--- config.mk ---
export PLATFORM = sky130hd
export DESIGN_NAME = alu_bcd_pipe
export DESIGN_NICKNAME = d
export VERILOG_FILES = /design/src/rtl/alu_pkg.sv /design/src/rtl/nibble_carry_add.sv /design/src/rtl/alu_bcd_pipe.sv
export SDC_FILE = /design/constraint.sdc
export NUM_CORES = 1
export LEC_CHECK = 0
export ABC_AREA = 1
export CAP_MARGIN = 20
export CORE_UTILIZATION = 30
export CTS_CLUSTER_DIAMETER = 200
export DETAILED_ROUTE_END_ITERATION = 10
export GPL_ROUTABILITY_DRIVEN = 0
export GPL_TIMING_DRIVEN = 0
export PLACE_DENSITY = 0.48
export SLEW_MARGIN = 10
export SYNTH_ARGS = -nofsm -noshare
export SYNTH_HDL_FRONTEND = slang
export SYNTH_SLANG_ARGS = --single-unit
export TNS_END_PERCENT = 5
--- constraint.sdc ---
create_clock -name clk -period 3.4 [get_ports clk]
set_clock_uncertainty 0.2 [all_clocks]
set_input_delay 0.34 -clock clk [delete_from_list [all_inputs] [get_ports clk]]
set_output_delay 0.34 -clock clk [all_outputs]
set_load 0.02 [all_outputs]
--- src/rtl/alu_pkg.sv ---
// Shared types and constants for the 6502 add/subtract pipeline.
// The low-nibble decimal fixup lives here so stage 1 stays readable.
package alu_pkg;

  localparam logic ALU_ADC = 1'b0;
  localparam logic ALU_SBC = 1'b1;

  localparam logic [3:0] BCD_ADJ_LO = 4'h6;
  localparam logic [7:0] BCD_ADJ_HI = 8'h60;
  localparam logic [4:0] BCD_LIM_LO = 5'h0A;
  localparam logic [8:0] BCD_LIM_HI = 9'h0A0;

  typedef struct packed {
    logic [5:0] al;
    logic [3:0] a_hi;
    logic [3:0] b_hi;
    logic       op_sub;
    logic       dec;
    logic       c;
    logic       n;
    logic       v;
    logic       z;
    logic [7:0] sum8;
  } s1_payload_t;

  // ADC: al is unsigned 0..31. SBC: al is signed -16..15, and the corrected
  // value (x - 16) with x in 0..15 is exactly {2'b11, x} in 6-bit two's complement.
  function automatic logic [5:0] bcd_lo_adjust(input logic sub, input logic [5:0] raw);
    logic [3:0] up;
    logic [3:0] dn;
    up = raw[3:0] + BCD_ADJ_LO;
    dn = raw[3:0] - BCD_ADJ_LO;
    if (sub) begin
      return raw[5] ? {2'b11, dn} : raw;
    end
    return (raw[4:0] >= BCD_LIM_LO) ? {2'b01, up} : raw;
  endfunction

endpackage

--- src/rtl/nibble_carry_add.sv ---
// 4-bit ripple adder from xor-carry (sum) and mux-carry (carry) cells.
module nibble_carry_add (
  input  logic [3:0] a,
  input  logic [3:0] b,
  input  logic       c_in,
  output logic [3:0] sum,
  output logic       c_out
);

  logic [4:0] carry;
  logic [3:0] prop;

  assign carry[0] = c_in;

  for (genvar i = 0; i < 4; i++) begin : g_bit
    assign prop[i]      = a[i] ^ b[i];
    assign sum[i]       = prop[i] ^ carry[i];
    // When the bits differ the carry propagates, otherwise both equal a[i].
    assign carry[i + 1] = prop[i] ? carry[i] : a[i];
  end

  assign c_out = carry[4];

endmodule

--- src/rtl/alu_bcd_pipe.sv ---
// Two-stage 8-bit ADC/SBC pipeline with NMOS-accurate BCD correction.
// Stage 1: binary sum and decimal low nibble; stage 2: high-nibble fixup and flags.
module alu_bcd_pipe
  import alu_pkg::*;
#(
  parameter bit NMOS_FLAGS = 1'b1
) (
  input  logic       clk,
  input  logic       reset,
  input  logic       in_valid,
  output logic       in_ready,
  input  logic       op_sub,
  input  logic       dec,
  input  logic [7:0] a,
  input  logic [7:0] b,
  input  logic       c_in,
  output logic       out_valid,
  input  logic       out_ready,
  output logic [7:0] result,
  output logic       flag_c,
  output logic       flag_z,
  output logic       flag_n,
  output logic       flag_v
);

  logic        s1_valid;
  logic        s2_can_load;
  s1_payload_t s1_d;
  s1_payload_t s1_q;

  assign s2_can_load = !out_valid || out_ready;
  assign in_ready    = !s1_valid || s2_can_load;

  // ---------------- stage 1 ----------------
  logic [7:0] bb;
  logic [3:0] sum_lo;
  logic [3:0] sum_hi;
  logic       c4;
  logic       c8;
  logic [7:0] sum8;
  logic [5:0] al_raw;

  assign bb = (op_sub == ALU_ADC) ? b : ~b;

  nibble_carry_add u_add_lo (
    .a     (a[3:0]),
    .b     (bb[3:0]),
    .c_in  (c_in),
    .sum   (sum_lo),
    .c_out (c4)
  );

  nibble_carry_add u_add_hi (
    .a     (a[7:4]),
    .b     (bb[7:4]),
    .c_in  (c4),
    .sum   (sum_hi),
    .c_out (c8)
  );

  assign sum8 = {sum_hi, sum_lo};

  // For SBC the low adder computes a_lo + ~b_lo + c = (a_lo - b_lo + c - 1) + 16.
  assign al_raw = {1'b0, c4, sum_lo} - ((op_sub == ALU_SBC) ? 6'd16 : 6'd0);

  always_comb begin
    s1_d        = '0;
    s1_d.al     = bcd_lo_adjust(op_sub, al_raw);
    s1_d.a_hi   = a[7:4];
    s1_d.b_hi   = b[7:4];
    s1_d.op_sub = op_sub;
    s1_d.dec    = dec;
    s1_d.c      = c8;
    s1_d.n      = sum8[7];
    s1_d.v      = ~(a[7] ^ bb[7]) & (a[7] ^ sum8[7]);
    s1_d.z      = (sum8 == 8'h00);
    s1_d.sum8   = sum8;
  end

  always_ff @(posedge clk) begin
    if (reset) begin
      s1_valid <= 1'b0;
      s1_q     <= '0;
    end else if (in_ready) begin
      s1_valid <= in_valid;
      if (in_valid) begin
        s1_q <= s1_d;
      end
    end
  end

  // ---------------- stage 2 ----------------
  logic [8:0]        t_add;
  logic [9:0]        t_add_adj;
  logic              c_dec;
  logic              v_dec;
  logic signed [9:0] t_sub;
  logic              t_neg;
  logic [7:0]        res_sub;

  assign t_add     = {1'b0, s1_q.a_hi, 4'h0} + {1'b0, s1_q.b_hi, 4'h0} + {3'b000, s1_q.al};
  assign t_add_adj = (t_add >= BCD_LIM_HI) ? ({1'b0, t_add} + {2'b00, BCD_ADJ_HI})
                                           : {1'b0, t_add};
  assign c_dec     = (t_add_adj >= 10'h100);
  assign v_dec     = ~(s1_q.a_hi[3] ^ s1_q.b_hi[3]) & (s1_q.a_hi[3] ^ t_add[7]);

  assign t_sub   = {2'b00, s1_q.a_hi, 4'h0} - {2'b00, s1_q.b_hi, 4'h0}
                 + {{4{s1_q.al[5]}}, s1_q.al};
  assign t_neg   = (t_sub < 10'sd0);
  assign res_sub = t_sub[7:0] - (t_neg ? BCD_ADJ_HI : 8'h00);

  logic [7:0] res_d;
  logic       c_d;
  logic       n_d;
  logic       v_d;
  logic       z_d;

  always_comb begin
    res_d = s1_q.sum8;
    c_d   = s1_q.c;
    n_d   = s1_q.n;
    v_d   = s1_q.v;
    z_d   = s1_q.z;
    if (s1_q.dec) begin
      if (s1_q.op_sub == ALU_SBC) begin
        res_d = res_sub;
      end else begin
        res_d = t_add_adj[7:0];
        c_d   = c_dec;
        v_d   = v_dec;
        n_d   = t_add[7];
      end
      // 65C02 rules: N and Z reflect the corrected decimal result.
      if (!NMOS_FLAGS) begin
        n_d = res_d[7];
        z_d = (res_d == 8'h00);
      end
    end
  end

  always_ff @(posedge clk) begin
    if (reset) begin
      out_valid <= 1'b0;
      result    <= 8'h00;
      flag_c    <= 1'b0;
      flag_z    <= 1'b0;
      flag_n    <= 1'b0;
      flag_v    <= 1'b0;
    end else if (s2_can_load) begin
      out_valid <= s1_valid;
      if (s1_valid) begin
        result <= res_d;
        flag_c <= c_d;
        flag_z <= z_d;
        flag_n <= n_d;
        flag_v <= v_d;
      end
    end
  end

endmodule

Yosys cells after proc, flatten, opt, wreduce, memory -nomap -nowiden. Cells that the tools add are included.

Output and inout port bits: 14. Word-level logic and storage cells: 86. Flip-flop bits (word level): 42. Input bits: 23.

$lt $le $gt $ge: 4. Bitwise gates (word level): 24. Muxes and demuxes: 25. Add/subtract/negate cells: 9. Reductions and logical operators: 7.

Operators with widths (count): $mux 6 (4); $mux 8 (3); $xor 1x1->1 (19); $mux 1 (15); $add 9x6->10 (1); $add 9x7->10 const B (1); $ge 10x9->1 const B (1); $lt 10x1->1 const B (1); $mux 10 (1); $add 8x8->9 (1); $add 9x6->9 (1); $ge 9x8->1 const B (1); $sub 8x8->9 (1); $logic_not 8->1 (1); $not 8->8 (1); $sub 8x7->8 (1); $mux 7 (1); $sub 5x5->6 (1); $ge 5x4->1 const B (1); $mux 5 (1); $add 4x3->4 const B (1); $reduce_and 2->1 (2); $sub 4x3->4 const B (1); $and 1x1->1 (2); 3 further kinds (6).

Depth between registers and ports, before layout.
Depth after elaboration: 13. Mapped depth: 22.

Hierarchy. A second synthesis with hierarchy kept.

Cell total of the unflattened synthesis: 371. Area total of the unflattened synthesis: 2758.9 µm².

Modules (own cells, without submodules): alu_bcd_pipe (sequential area each 800.8 µm², area each 2426.1 µm², instances 1, cells an instance 323); nibble_carry_add (sequential area each 0.0 µm², area each 166.4 µm², instances 2, cells an instance 24).

Least setup slack after synthesis. OpenSTA, ideal clock, no wires.

Kind: reg-to-reg. From: register s1_q[18] (netlist bit). To: register result[7]. Path buffers: 0. Stages on the path, launching flop included: 19. Clock period less this slack: 3082 ps. Library setup time: 71 ps. Path slack: 318 ps. Arrival: 2811 ps. Required time: 3129 ps. Cell sequence: dfxtp_1 -> inv_1 -> ha_1 -> fa_1 -> xnor2_1 -> ha_1 -> a21oi_1 -> nand2_1 -> nand2_1 -> a22oi_1 -> inv_1 -> ha_1 -> inv_1 -> fa_1 -> xnor2_1 -> nand2_1 -> nand3_1 -> o211ai_1 -> a21oi_1.

Longest elaborated chain between the ends: 7. Elaborated cells between the ends (all ways): 12. Classes of those cells: add/sub: 6; order compare: 2; mux: 4.

Ends and longest elaborated chain: from (decl) (RTL line alu_bcd_pipe.sv:29) `s1_payload_t s1_q;`; from (signal assigned) (RTL line alu_bcd_pipe.sv:83) `s1_q <= '0;`; from (signal assigned) (RTL line alu_bcd_pipe.sv:87) `s1_q <= s1_d;`; $sub 8x8->9 (RTL line alu_bcd_pipe.sv:107) `assign t_sub = {2'b00, s1_q.a_hi, 4'h0} - {2'b00, s1_q.b_hi, 4'h0}`; $add 9x6->10 (RTL line alu_bcd_pipe.sv:108) `+ {{4{s1_q.al[5]}}, s1_q.al};`; $lt 10x1->1 (RTL line alu_bcd_pipe.sv:109) `assign t_neg = (t_sub < 10'sd0);`; $mux 7 (RTL line alu_bcd_pipe.sv:110) `assign res_sub = t_sub[7:0] - (t_neg ? BCD_ADJ_HI : 8'h00);`; $sub 8x7->8 (RTL line alu_bcd_pipe.sv:110); $mux 8 (*) (RTL line alu_bcd_pipe.sv:125) `if (s1_q.op_sub == ALU_SBC) begin`; $mux 8 (*) (RTL line alu_bcd_pipe.sv:124) `if (s1_q.dec) begin`; to (signal assigned) (RTL line alu_bcd_pipe.sv:152) `result <= res_d;`; to (decl) (RTL line alu_bcd_pipe.sv:19) `output logic [7:0] result,`.

Every way passes the cells marked *; elsewhere a longest branch is shown, timed or not. A chain may end at the register's enable or synchronous reset.

Worst setup path in the final report. Ends and elaborated chain as after synthesis.

==> results.md <==
- Hold buffers post-CTS: 0
- Status: finished with violations
- Die H: 97.9 µm
- Die area: 9590 µm²
- Most common cell after layout, fill and taps aside: nand2_1
- H-tree levels: 2
- Main synth FF type: dfxtp_1
- Total negative slack: 0 ns
- Unique masters post-synth: 43
- Main combinational cell family by area after synthesis: simple AND/OR/NAND/NOR gates
- DR vias: 2502
- First-pass GRT wire length: 11.7 mm
- Leakage power: 1.58 nW
- Post-detail-place hpwl: 5.42 mm
- Worst-skew pair later-pin latency: 0.30 ns
- Routed Antenna Nets: 0
- Post-synth ARST share: 0
- Post-layout min period: 3.26 ns
- Commonest cells after routing, fill and taps aside: 61 x nand2_1, 53 x inv_1, 38 x dfxtp_1
- # rows: 34
- Mux cell area share after synthesis: 0
- Setup Crit Path Kind: reg2reg
- Max Cap Viol: 0
- Longest Clk Path Bufs: 2
- Share of layout cells above drive strength 1: 0.126
- XOR/XNOR share of the synthesized area: 0.0761
- Post-Synth Adder-Cell Area: 0.134
- Crit. End Element: flop
- Final net count: 470
- Total gr overflow: 0
- Storage element area: 806 µm²
- Multi-input gate area: 1740 µm²
- CTS tree: yes
- Via-per-instance ratio: 4.72
- Synth warn: 0
- Antenna violations before repair: 0
- Part of the cycle the worst path needs: 0.958
- Total Wirelength: 6.96 mm
- Final setup viols: 0
- Worst hold slack: 0.267 ns
- Maximum vdd ir drop: 0.178 mV
- # IOs: 37
- DIE WIDTH: 97.9 µm
- Post-synthesis register bit count: 40
- Synth Cell Area: 2760 µm²
- Rel. slew slack: 0.631
- ANT cells: 0
- Routed WL per cell: 13.1 µm
- Pre-Repair DR Iteration Count: 8
- Number of remaining DRC errors: 4
- Number of I/O port buffers: 35
- Crit path setup slack, layout: 0.144 ns
- Post-synthesis average cell area: 7.34 µm²
- Initial Util: 0.314
- Synth Instances: 376
- Pin count of the biggest net entering global routing: 15
- Hold WC Path Type: reg2reg
- Vias in the first global route: 2360
- RSZ-0062 raised after global routing: true
- Number of flops mapped to enable cells by yosys: 0
- Synth-to-Final Area Change: 25.4%
- Pwr/cell area: 447 nW/µm²
- CP max FO: 3
- Actual slew at the worst max-slew pin: 0.548 ns
- Cell at the root of the clock tree: clkbuf_8
- Iteration-0 DRC Markers: 107
- TritonCTS buffer count: 5
- GRT Total Usage: 0.154
- Layout fillers: 957
- Syn Nets: 425
- Util after Layout: 0.393
- Critical path launch point type: flop
- Max-slew violations: 0
- Synth Area in Compound Gates: 0.181
- Post-Synth Simple-Gate Area: 0.213
- Highest clock rate: 307 MHz
- Final hold viol count: 0
- Sequential-to-total area share from yosys stat: 0.290
- Core Area: 8810 µm²
- DP Worst Slack: -0.0280 ns
- Violated checks: DRC
- CTS clk-pin slew, worst paths: 0.09 ns
- Sink Count: 40
- CP required: 3.43 ns
- Critical path arrival: 3.29 ns
## sequential cells by signal, summed over array words and instances, names as in the netlist
| name | flops |
|---|---|
| s1_q | 25 |
| result | 8 |
| flag_c | 1 |
| flag_n | 1 |
| flag_v | 1 |
| flag_z | 1 |
| out_valid | 1 |
| s1_valid | 1 |
| z_d | 1 |
## synthesized netlist by cell type (2+ instances only)
library cell   n  share of area
a21oi_1       34          0.062
a31oi_1        4         0.0091
and2_1         2         0.0045
clkbuf_1       8          0.011
dfxtp_1       40           0.29
fa_1           6          0.043
ha_1          20          0.091
inv_1         56          0.076
nand2_1       63          0.086
nand2_2        8          0.018
nand2_4        2         0.0082
nand3_1       18          0.033
nand3_2        2         0.0072
nand3b_1       2         0.0054
nand4_1        3         0.0068
nor2_1        22          0.030
nor3_1         2         0.0036
o211ai_1       5          0.014
o21ai_0       37          0.067
or2_2          2         0.0045
xnor2_1       10          0.032
xor2_1         9          0.029
## worst max-delay path, stage by stage, from the launching register on
cell and delay (ns):
dfxtp_2 0.35, inv_4 0.05, ha_4 0.16, fa_2 0.43
xnor2_2 0.15, ha_1 0.34, a21oi_2 0.15, nand2_2 0.08
nand2_2 0.07, a22oi_2 0.06, inv_1 0.06, ha_2 0.16
inv_2 0.04, fa_2 0.36, xnor2_2 0.14, nand2_1 0.07
nand3_1 0.08, o211ai_1 0.09, a21oi_1 0.16
## power by group
| part | total (W) | leakage, nW | internal [W] | switching, W |
|---|---|---|---|---|
| clock network | 0.000408 | 0.0548 | 0.000221 | 0.000187 |
| logic | 0.000601 | 1.19 | 0.000260 | 0.000341 |
| registers | 0.000537 | 0.332 | 0.000508 | 0.0000290 |
| total | 0.00155 | 1.58 | 0.000989 | 0.000557 |
## routing by layer
metal,up-vias,part of all wire,global-route usage
met5,-,0,0
met4,0,0.0098,0.0443
met3,5,0.034,0.0229
met2,54,0.43,0.235
met1,1124,0.53,0.224
li1,1319,-,-
## what timing repair did
item / 4_1_cts / 5_1_grt
gates resized for setup: 1 / 22
pin swaps: 0 / 13
setup endpoints to repair: 1 / 3
buffers inserted: 0 / 3
## kinds of logic (layout without fill, tap and decap cells)
| family | Yosys count | in the layout |
|---|---|---|
| xor gates and xnor gates | 21 | 21 |
| DFF | 40 | 40 |
| adders and majority gates | 26 | 26 |
| AOI/OAI and AO/OA | 90 | 90 |
| buffers and inverters | 70 | 116 |
| and+or+nand+nor | 129 | 129 |
## path summary, 6_finish.rpt
kind | startpoint | depth (start not counted) | slack, ns | endpoint
max | s1_q[18]$_SDFFE_PP0P_ | 18 | 0.14 | result[7]$_SDFFE_PP0P_
min | result[7]$_SDFFE_PP0P_ | 2 | 0.27 | result[7]$_SDFFE_PP0P_
max reg2reg | s1_q[18]$_SDFFE_PP0P_ | 18 | 0.14 | result[7]$_SDFFE_PP0P_
min reg2reg | result[7]$_SDFFE_PP0P_ | 2 | 0.27 | result[7]$_SDFFE_PP0P_
## stage by stage
stage | total power (W) | area (µm²) | instances
5_1_grt | 0.00166 | 3460 | 530
3_3_place_gp | 0.00109 | 3250 | 519
2_1_floorplan | 0.000930 | 2760 | 376
6_report | 0.00155 | 3460 | 530
3_5_place_dp | 0.00109 | 3250 | 519
4_1_cts | 0.00150 | 3360 | 527
## area by class of cell
cell class                 instances  share of cell area
inverter                          59              0.0654
timing repair buffer              38               0.108
tap                              108              0.0390
clock inverter                     3              0.0134
multi-input combinational        266               0.503
sequential                        40               0.233
buffer                            11              0.0192
clock buffer                       5              0.0199
(Power assumes the default switching activity.)
